<file path="config.mk">
export PLATFORM = sky130hd
export DESIGN_NAME = riscv_store_buffer
export DESIGN_NICKNAME = d
export VERILOG_FILES = /design/src/rtl/riscv_pkg.sv /design/src/rtl/riscv_sb_overlap.sv /design/src/rtl/riscv_store_buffer.sv
export SDC_FILE = /design/constraint.sdc
export NUM_CORES = 2
export LEC_CHECK = 0
export ABC_AREA = 1
export CAP_MARGIN = 20
export CORE_ASPECT_RATIO = 2
export CORE_MARGIN = 3
export CORE_UTILIZATION = 51
export CTS_CLUSTER_SIZE = 10
export DETAILED_ROUTE_END_ITERATION = 6
export PLACE_DENSITY = 0.79
export SLEW_MARGIN = 20
export SYNTH_ARGS = -nofsm -noshare
export SYNTH_HDL_FRONTEND = slang
export SYNTH_SLANG_ARGS = --single-unit
</file>
<file path="constraint.sdc">
create_clock -name i_riscv_sb_clk -period 21.4 [get_ports i_riscv_sb_clk]
set_input_delay 2.14 -clock i_riscv_sb_clk [delete_from_list [all_inputs] [get_ports i_riscv_sb_clk]]
set_output_delay 2.14 -clock i_riscv_sb_clk [all_outputs]
set_load 0.05 [all_outputs]
</file>
<file path="src/rtl/riscv_pkg.sv">
// Shared types and helpers for the RISC-V store buffer.
// Holds the entry layout and the size-code definitions.
package riscv_pkg;

    localparam logic [1:0] SZ_B = 2'b00;
    localparam logic [1:0] SZ_H = 2'b01;
    localparam logic [1:0] SZ_W = 2'b10;
    localparam logic [1:0] SZ_D = 2'b11;

    typedef struct packed {
        logic [63:0] addr;
        logic [63:0] data;
        logic [1:0]  sel;
        logic        valid;
    } sb_entry_t;

    function automatic logic [3:0] size_bytes(input logic [1:0] sel);
        logic [3:0] nbytes;
        case (sel)
            SZ_B:    nbytes = 4'd1;
            SZ_H:    nbytes = 4'd2;
            SZ_W:    nbytes = 4'd4;
            default: nbytes = 4'd8;
        endcase
        return nbytes;
    endfunction

endpackage

</file>
<file path="src/rtl/riscv_sb_overlap.sv">
// Overlap check between one buffered store and an 8-byte load window.
// Plain unsigned compares; address wrap at the top of memory is not handled.
module riscv_sb_overlap
    import riscv_pkg::*;
(
    input  logic [63:0] i_e_addr,
    input  logic [1:0]  i_e_sel,
    input  logic        i_e_valid,
    input  logic [63:0] i_ld_addr,
    output logic        o_overlap
);

    logic [63:0] w_e_end;
    logic [63:0] w_ld_end;

    assign w_e_end   = i_e_addr + {60'd0, size_bytes(i_e_sel)};
    assign w_ld_end  = i_ld_addr + 64'd8;
    assign o_overlap = i_e_valid & (i_e_addr < w_ld_end) & (i_ld_addr < w_e_end);

endmodule

</file>
<file path="src/rtl/riscv_store_buffer.sv">
// Posted-store buffer: queues committed stores and drains them in order
// through the data memory's single shared port whenever loads allow it.
module riscv_store_buffer
    import riscv_pkg::*;
#(
    parameter int DEPTH = 4
) (
    input  logic        i_riscv_sb_clk,
    input  logic        i_riscv_sb_rst,
    input  logic        i_riscv_sb_push,
    input  logic [1:0]  i_riscv_sb_sel,
    input  logic [63:0] i_riscv_sb_addr,
    input  logic [63:0] i_riscv_sb_data,
    input  logic        i_riscv_sb_ld_en,
    input  logic [63:0] i_riscv_sb_ld_addr,
    output logic        o_riscv_sb_full,
    output logic        o_riscv_sb_empty,
    output logic        o_riscv_sb_ld_hazard,
    output logic        o_riscv_dm_wen,
    output logic [1:0]  o_riscv_dm_sel,
    output logic [63:0] o_riscv_dm_wdata,
    output logic [63:0] o_riscv_dm_waddr
);

    localparam int PW = $clog2(DEPTH);
    localparam logic [PW:0] FULL_CNT = (PW+1)'(DEPTH);

    sb_entry_t        r_entries [DEPTH];
    logic [PW-1:0]    r_rd_ptr;
    logic [PW-1:0]    r_wr_ptr;
    logic [PW:0]      r_count;

    logic [DEPTH-1:0] w_ovl;
    logic             w_full;
    logic             w_empty;
    logic             w_hazard;
    logic             w_push;
    logic             w_drain;
    sb_entry_t        w_head;

    for (genvar g = 0; g < DEPTH; g++) begin : g_ovl
        riscv_sb_overlap u_overlap (
            .i_e_addr  (r_entries[g].addr),
            .i_e_sel   (r_entries[g].sel),
            .i_e_valid (r_entries[g].valid),
            .i_ld_addr (i_riscv_sb_ld_addr),
            .o_overlap (w_ovl[g])
        );
    end

    assign w_full   = (r_count == FULL_CNT);
    assign w_empty  = (r_count == '0);
    assign w_hazard = i_riscv_sb_ld_en & (|w_ovl);
    assign w_push   = i_riscv_sb_push & ~w_full;
    // A hazarding load can only make progress once the overlapping stores retire.
    assign w_drain  = ~w_empty & (~i_riscv_sb_ld_en | w_hazard);
    assign w_head   = r_entries[r_rd_ptr];

    assign o_riscv_sb_full      = w_full;
    assign o_riscv_sb_empty     = w_empty;
    assign o_riscv_sb_ld_hazard = w_hazard;

    always_comb begin
        o_riscv_dm_wen   = 1'b0;
        o_riscv_dm_sel   = SZ_B;
        o_riscv_dm_wdata = '0;
        o_riscv_dm_waddr = '0;
        if (w_drain) begin
            o_riscv_dm_wen   = 1'b1;
            o_riscv_dm_sel   = w_head.sel;
            o_riscv_dm_wdata = w_head.data;
            o_riscv_dm_waddr = w_head.addr;
        end else if (i_riscv_sb_ld_en) begin
            o_riscv_dm_waddr = i_riscv_sb_ld_addr;
        end
    end

    // Push and pop never target the same slot: that would need count 0 or DEPTH.
    always_ff @(posedge i_riscv_sb_clk or posedge i_riscv_sb_rst) begin
        if (i_riscv_sb_rst) begin
            for (int i = 0; i < DEPTH; i++) begin
                r_entries[i] <= '0;
            end
            r_rd_ptr <= '0;
            r_wr_ptr <= '0;
            r_count  <= '0;
        end else begin
            if (w_push) begin
                r_entries[r_wr_ptr] <= '{addr:  i_riscv_sb_addr,
                                         data:  i_riscv_sb_data,
                                         sel:   i_riscv_sb_sel,
                                         valid: 1'b1};
                r_wr_ptr <= r_wr_ptr + 1'b1;
            end
            if (w_drain) begin
                r_entries[r_rd_ptr].valid <= 1'b0;
                r_rd_ptr <= r_rd_ptr + 1'b1;
            end
            case ({w_push, w_drain})
                2'b10:   r_count <= r_count + 1'b1;
                2'b01:   r_count <= r_count - 1'b1;
                default: r_count <= r_count;
            endcase
        end
    end

endmodule
</file>
After elaboration in Yosys (flattened, before gate mapping)
Cells that the tools add are included.

operators by class
  reduce and logical (&&, ||, !) cells = 9
  $add $sub $neg = 9
  bitwise gates (word level) = 17
  muxes and demuxes = 21
  magnitude comparators = 12
  equality and inequality tests = 11

operator list
  cell                                                                          number
  524-bit bitwise mux                                                           2
  524-bit 2-to-1 mux                                                            2
  131-bit demux with 2-bit select                                               2
  64-bit less-than comparator                                                   8
  131-bit 2-to-1 mux                                                            3
  131-bit binary-select mux with 2-bit select                                   1
  64-bit by 4-bit adder with 64-bit output                                      4
  64-bit 2-to-1 mux                                                             3
  64-bit by 4-bit adder with 64-bit output, second input constant               1
  4-bit one-hot mux with 3 select lines                                         4
  1-bit bitwise AND                                                             11
  2-bit by 1-bit equality test with 1-bit output, second input constant         5
  2-bit equality test, second input constant                                    5
  2-bit zero test                                                               4
  3-bit >= comparator, second input constant                                    2
  3-bit by 1-bit less-than comparator with 1-bit output, second input constant  2
  2-bit NOT with 3-bit output                                                   2
  3-bit one-hot mux with 2 select lines                                         1
  2-bit by 1-bit adder with 2-bit output, second input constant                 2
  4-bit OR reduction                                                            1
  3-bit by 1-bit adder with 3-bit output, second input constant                 1
  3-bit equality test, second input constant                                    1
  3-bit zero test                                                               1
  1-bit NOT                                                                     3
  other kinds (6)                                                               8

word-level totals
  flip-flop bits (word level) = 531
  bits of input ports = 198

Logic depth before layout (Yosys ltp)
  depth after elaboration = 11
  gate-level depth with buffers = 41
  gate-level depth less buffers = 39

By module
Synthesis repeated with hierarchy kept, for this count alone.

unflattened totals
  cell total of the unflattened synthesis = 7,984
  area total of the unflattened synthesis = 53,675.2 um2

by module, submodules not included
  module                                  times used  seq. area each (um2)  cells an instance  area each (um2)
  riscv_store_buffer                      1           13,287.7              3,550              27,188.6
  riscv_sb_overlap at g_ovl[0].u_overlap  1           0.0                   1,129              6,722.7
  riscv_sb_overlap at g_ovl[2].u_overlap  1           0.0                   1,103              6,650.1
  riscv_sb_overlap at g_ovl[3].u_overlap  1           0.0                   1,115              6,591.3
  riscv_sb_overlap at g_ovl[1].u_overlap  1           0.0                   1,087              6,522.5

Worst setup path before layout
Ideal clock, no wire load.

  path type = input to output
  from = input port i_riscv_sb_ld_addr[3]
  to = output port o_riscv_dm_sel[0]
  slack = 13,266 ps
  required time = 19,260 ps
  stages = 30
  data arrival time = 5,994 ps
  cells stage by stage = ha_1 > nand2_1 > nor2_4 > nand3_2 > nor2_4 > nand3_2 > nor2_4 > nand4_2 > nor2_4 > nand2_2 > nor4_2 > xnor2_1 > ha_1 > nand2_1 > inv_1 > o21bai_1 > nand2_1 > a21oi_1 > nand2_1 > nor2_1 > nand3_1 > nor2_1 > nand3_1 > nand2_1 > nor2_2 > nand2_2 > nand2_2 > buf_4 > buf_4 > nor2_1

on the way
  word-level cells in the longest chain between the ends = 9
  elaborated cells between the ends (all ways) = 22
  those cells by class = add/sub (1); order compare (8); mux (1); bitwise (11); reduce/logical (1)

ends and longest elaborated chain
  element                                   RTL line                  text
  start, declared                           riscv_store_buffer.sv:15  input logic [63:0] i_riscv_sb_ld_addr,
  64-bit by 4-bit adder with 64-bit output  riscv_sb_overlap.sv:17    assign w_ld_end = i_ld_addr + 64'd8;
  64-bit less-than comparator               riscv_sb_overlap.sv:18    assign o_overlap = i_e_valid & (i_e_addr < w_ld_end) & (i_ld_addr < w_e_end);
  1-bit bitwise AND (2 in series)           riscv_sb_overlap.sv:18
  4-bit OR reduction *                      riscv_store_buffer.sv:53  assign w_hazard = i_riscv_sb_ld_en & (|w_ovl);
  1-bit bitwise AND *                       riscv_store_buffer.sv:53
  1-bit OR *                                riscv_store_buffer.sv:56  assign w_drain = ~w_empty & (~i_riscv_sb_ld_en | w_hazard);
  1-bit bitwise AND *                       riscv_store_buffer.sv:56
  2-bit 2-to-1 mux *                        riscv_store_buffer.sv:68  if (w_drain) begin
  end, declared                             riscv_store_buffer.sv:20  output logic [1:0] o_riscv_dm_sel,

Every way passes the cells marked *; elsewhere a longest branch is shown, timed or not.

==> results.cfg <==
[outcome]
status = finished clean

[power_and_ir_drop]
powerDensity_mw_per_mm2 = 162.8
p_leak_uw = 0.02471
sw_frac_of_total_pct = 57.09
clkPwrFrac_pct = 11.7
p_sw_uw = 4822
seqPwrFrac_pct = 25.8
p_int_uw = 3624
combPwrFrac_pct = 62.5
ir_drop_v = 0.0002279

[worst_setup_path]
r2r_slack_ns = 11.94
rr_worst_depth = 29
critical_path.startpoint_type = flip-flop
worstPathMaxFanout = 137
worst_ep_required_time_ns = 19.26
critPathArrivalTime_ns = 10.29
end_kind = output port
r2r-end = r_count[1]
setup.worst_path.class = reg2out

[final_layout]
final_common_cell = nand2_1
area_delta_synth_final_pct = 13.79
drive_above_1_share_pct = 4.010
final_cell_mix = nand2_1, inv_1, o21ai_0, ha_1, dfrtp_1
ff_latch_area_sq_mm = 0.01329
multiInputGateArea_sq_mm = 0.02888
fin_nets = 7599
fillers = 8501
post-route-util_pct = 58.67

[routing]
wl_per_cell_microns = 28.46
via_per_inst = 6.105
ant_nets = 0
vias = 49350
drt-initial-drc-count = 5291
dr.pass1.iters = 6
drt_wl_total_microns = 230100
drc = 0

[yosys]
synthArstFlopShare_pct = 100.0
syn-num-nets = 7375
synth_seq_cells = 531
synth-main-ff-cell = dfrtp_1
syn_area_sq_mm = 0.04560
yosysSeqAreaShare_pct = 29.14
synth_cell_types = 50
syn_area_per_cell_sq_um = 6.865
syn_inst = 6642
ys_warn_count = 0
synth_edf_count = 0

[flow_run]
maxCapViolCount = 0

[clocking]
h-tree-depth = 2
clk_latency_ns = 0.71
clkSinkCount = 531
ctsResizeCount = 0
hold_buffers = 0
post_cts_buffers = 0
cts_tree = done
cts_made_buffers = 61
clk_path_buf_depth = 3
cts-root-buf = clkbuf_16
path_clk_slew_ns = 0.06

[timing]
fin_tns_setup_ns = 0
rsz0062_at_grt = false
timing.final.crit_share_pct = 58.09
drv_slew = 0
finalWorstSetupSlack_ns = 8.969
tightest_slew_ns = 1.282
finClkSkew_ns = 0.03510
period_minus_slack_ns = 12.43
max_slew_margin_pct = 14.30
setup-violations-final = 0
clock.fmax_mhz = 80.44
hold_violations = 0

[global_routing]
grt_usage_pct = 49.29
grt_max_degree = 188
first_global_vias = 47410
grt_first_pass_wirelength_microns = 330800
grt_overflow_total = 0
antenna_found_initial = 33

[die]
core_area_sq_mm = 0.08844
die_w_microns = 217.4
rows = 154
dieArea_sq_mm = 0.09325
io_pins = 332
die_h_microns = 428.9
start_util_pct = 51.56

[placed_design]
gp_congestion = 1.136
post-dp-hpwl_microns = 168900
port_buffers = 331
pre_cts_ws_ns = 9.916

[hold_path]
hp-class = reg2reg
hold_depth = 2
==> kinds of logic (layout without fill, tap and decap cells) <==
family          Yosys count  after routing  synth area share (%)
simple gates           3229           3229                 29.93
buf+inv                 917           1157                 7.746
fa+ha+maj               535            535                 14.76
other cells               0             31                     0
xor+xnor                301            301                 5.782
flops                   531            531                 29.14
compound gates         1129           1129                 12.63
==> power by group through the flow <==
stage               combinational (uW)  clock, uW  sequential (uW)
floorplan                         3490          0             1820
global placement                  4980          0             2140
detailed placement                5060          0             2150
CTS                               5100        991             2130
global route                      5740       1020             2200
finish                            5280        989             2180
==> worst max path at each step <==
stage | start | endpoint | slack (ns) | cells after the start
2_1_floorplan | i_riscv_sb_rst | asynchronous set/reset pin | 4.42 | 1
3_3_place_gp | i_riscv_sb_ld_addr[3] | o_riscv_dm_waddr[27] | 10.04 | 28
3_5_place_dp | i_riscv_sb_ld_addr[3] | o_riscv_dm_waddr[63] | 9.92 | 28
4_1_cts | i_riscv_sb_ld_addr[3] | o_riscv_dm_waddr[63] | 9.88 | 28
5_1_grt | flip-flop | o_riscv_dm_waddr[27] | 8.81 | 28
6_report | flip-flop | o_riscv_dm_waddr[27] | 8.97 | 27
==> critical path, cell delays in order (launching register included) <==
cell and delay, ns:
dfrtp_1 0.40, nor2_1 0.12, ha_1 0.19, inv_1 0.07, fa_1 0.42, o21ai_2 0.24
nand2_1 0.22, nor2_2 0.23, nand2_1 0.17, nor2_2 0.95, nand2_1 0.84, nor2_1 0.47
nand3_1 0.39, xor2_1 0.26, ha_1 0.29, nand2_1 0.06, nor4_1 0.52, nand3_1 0.25
nor2_1 0.33, nand2_1 0.09, nand3_1 0.19, nand2_1 0.09, nor2_2 0.14, nand2_4 0.37
nand2_8 0.89, nand2_1 0.10, nand2_1 0.09, clkdlybuf4s50_1 1.11
==> metal layers <==
metal	track usage, %	part of all wire [%]
met5	1.640	0.12
met4	53.43	14
met2	75.21	45
met3	19.31	10
met1	48.20	31
==> synth_stat cells, drive strengths merged, types with 4 or more instances <==
cell	n	area [sq um]
a21o	4	30.03
a21oi	513	2579
and3	10	62.56
buf	31	206.5
clkbuf	205	769.5
dfrtp	531	13290
fa	5	100.1
ha	530	6631
inv	680	2552
nand2	2110	7975
nand3	203	1079
nand3b	8	60.06
nand4	97	646.9
nor2	539	2156
nor3	195	1087
nor3b	10	100.1
nor4	52	444.2
o211ai	6	45.04
o21a	15	112.6
o21ai	572	2867
o21bai	4	30.03
o22ai	10	62.56
xnor2	27	236.5
xor2	274	2400
==> stage by stage <==
stage	hold slack (ns)	power (uW)	cell area (sq um)	std cells
CTS	0.4752	8221	51660	8043
finish	0.4749	8446	51890	8083
global route	0.4896	8962	51840	8063
global placement	0.4560	7115	49940	7964
detailed placement	0.4596	7207	49940	7964
floorplan	0.4436	5316	45600	6642
==> layout make-up <==
| class | instances | share of cell area [%] |
|---|---|---|
| diodes | 31 | 0.1495 |
| inverters | 681 | 5.001 |
| repair buffers | 397 | 7.434 |
| flip-flops and latches | 531 | 25.62 |
| clock buffers | 73 | 3.106 |
| clock inverters | 6 | 0.2122 |
| well taps | 1170 | 2.821 |
| multi-input cells | 5194 | 55.66 |
Note: power is estimated with default switching activity, not from simulation.
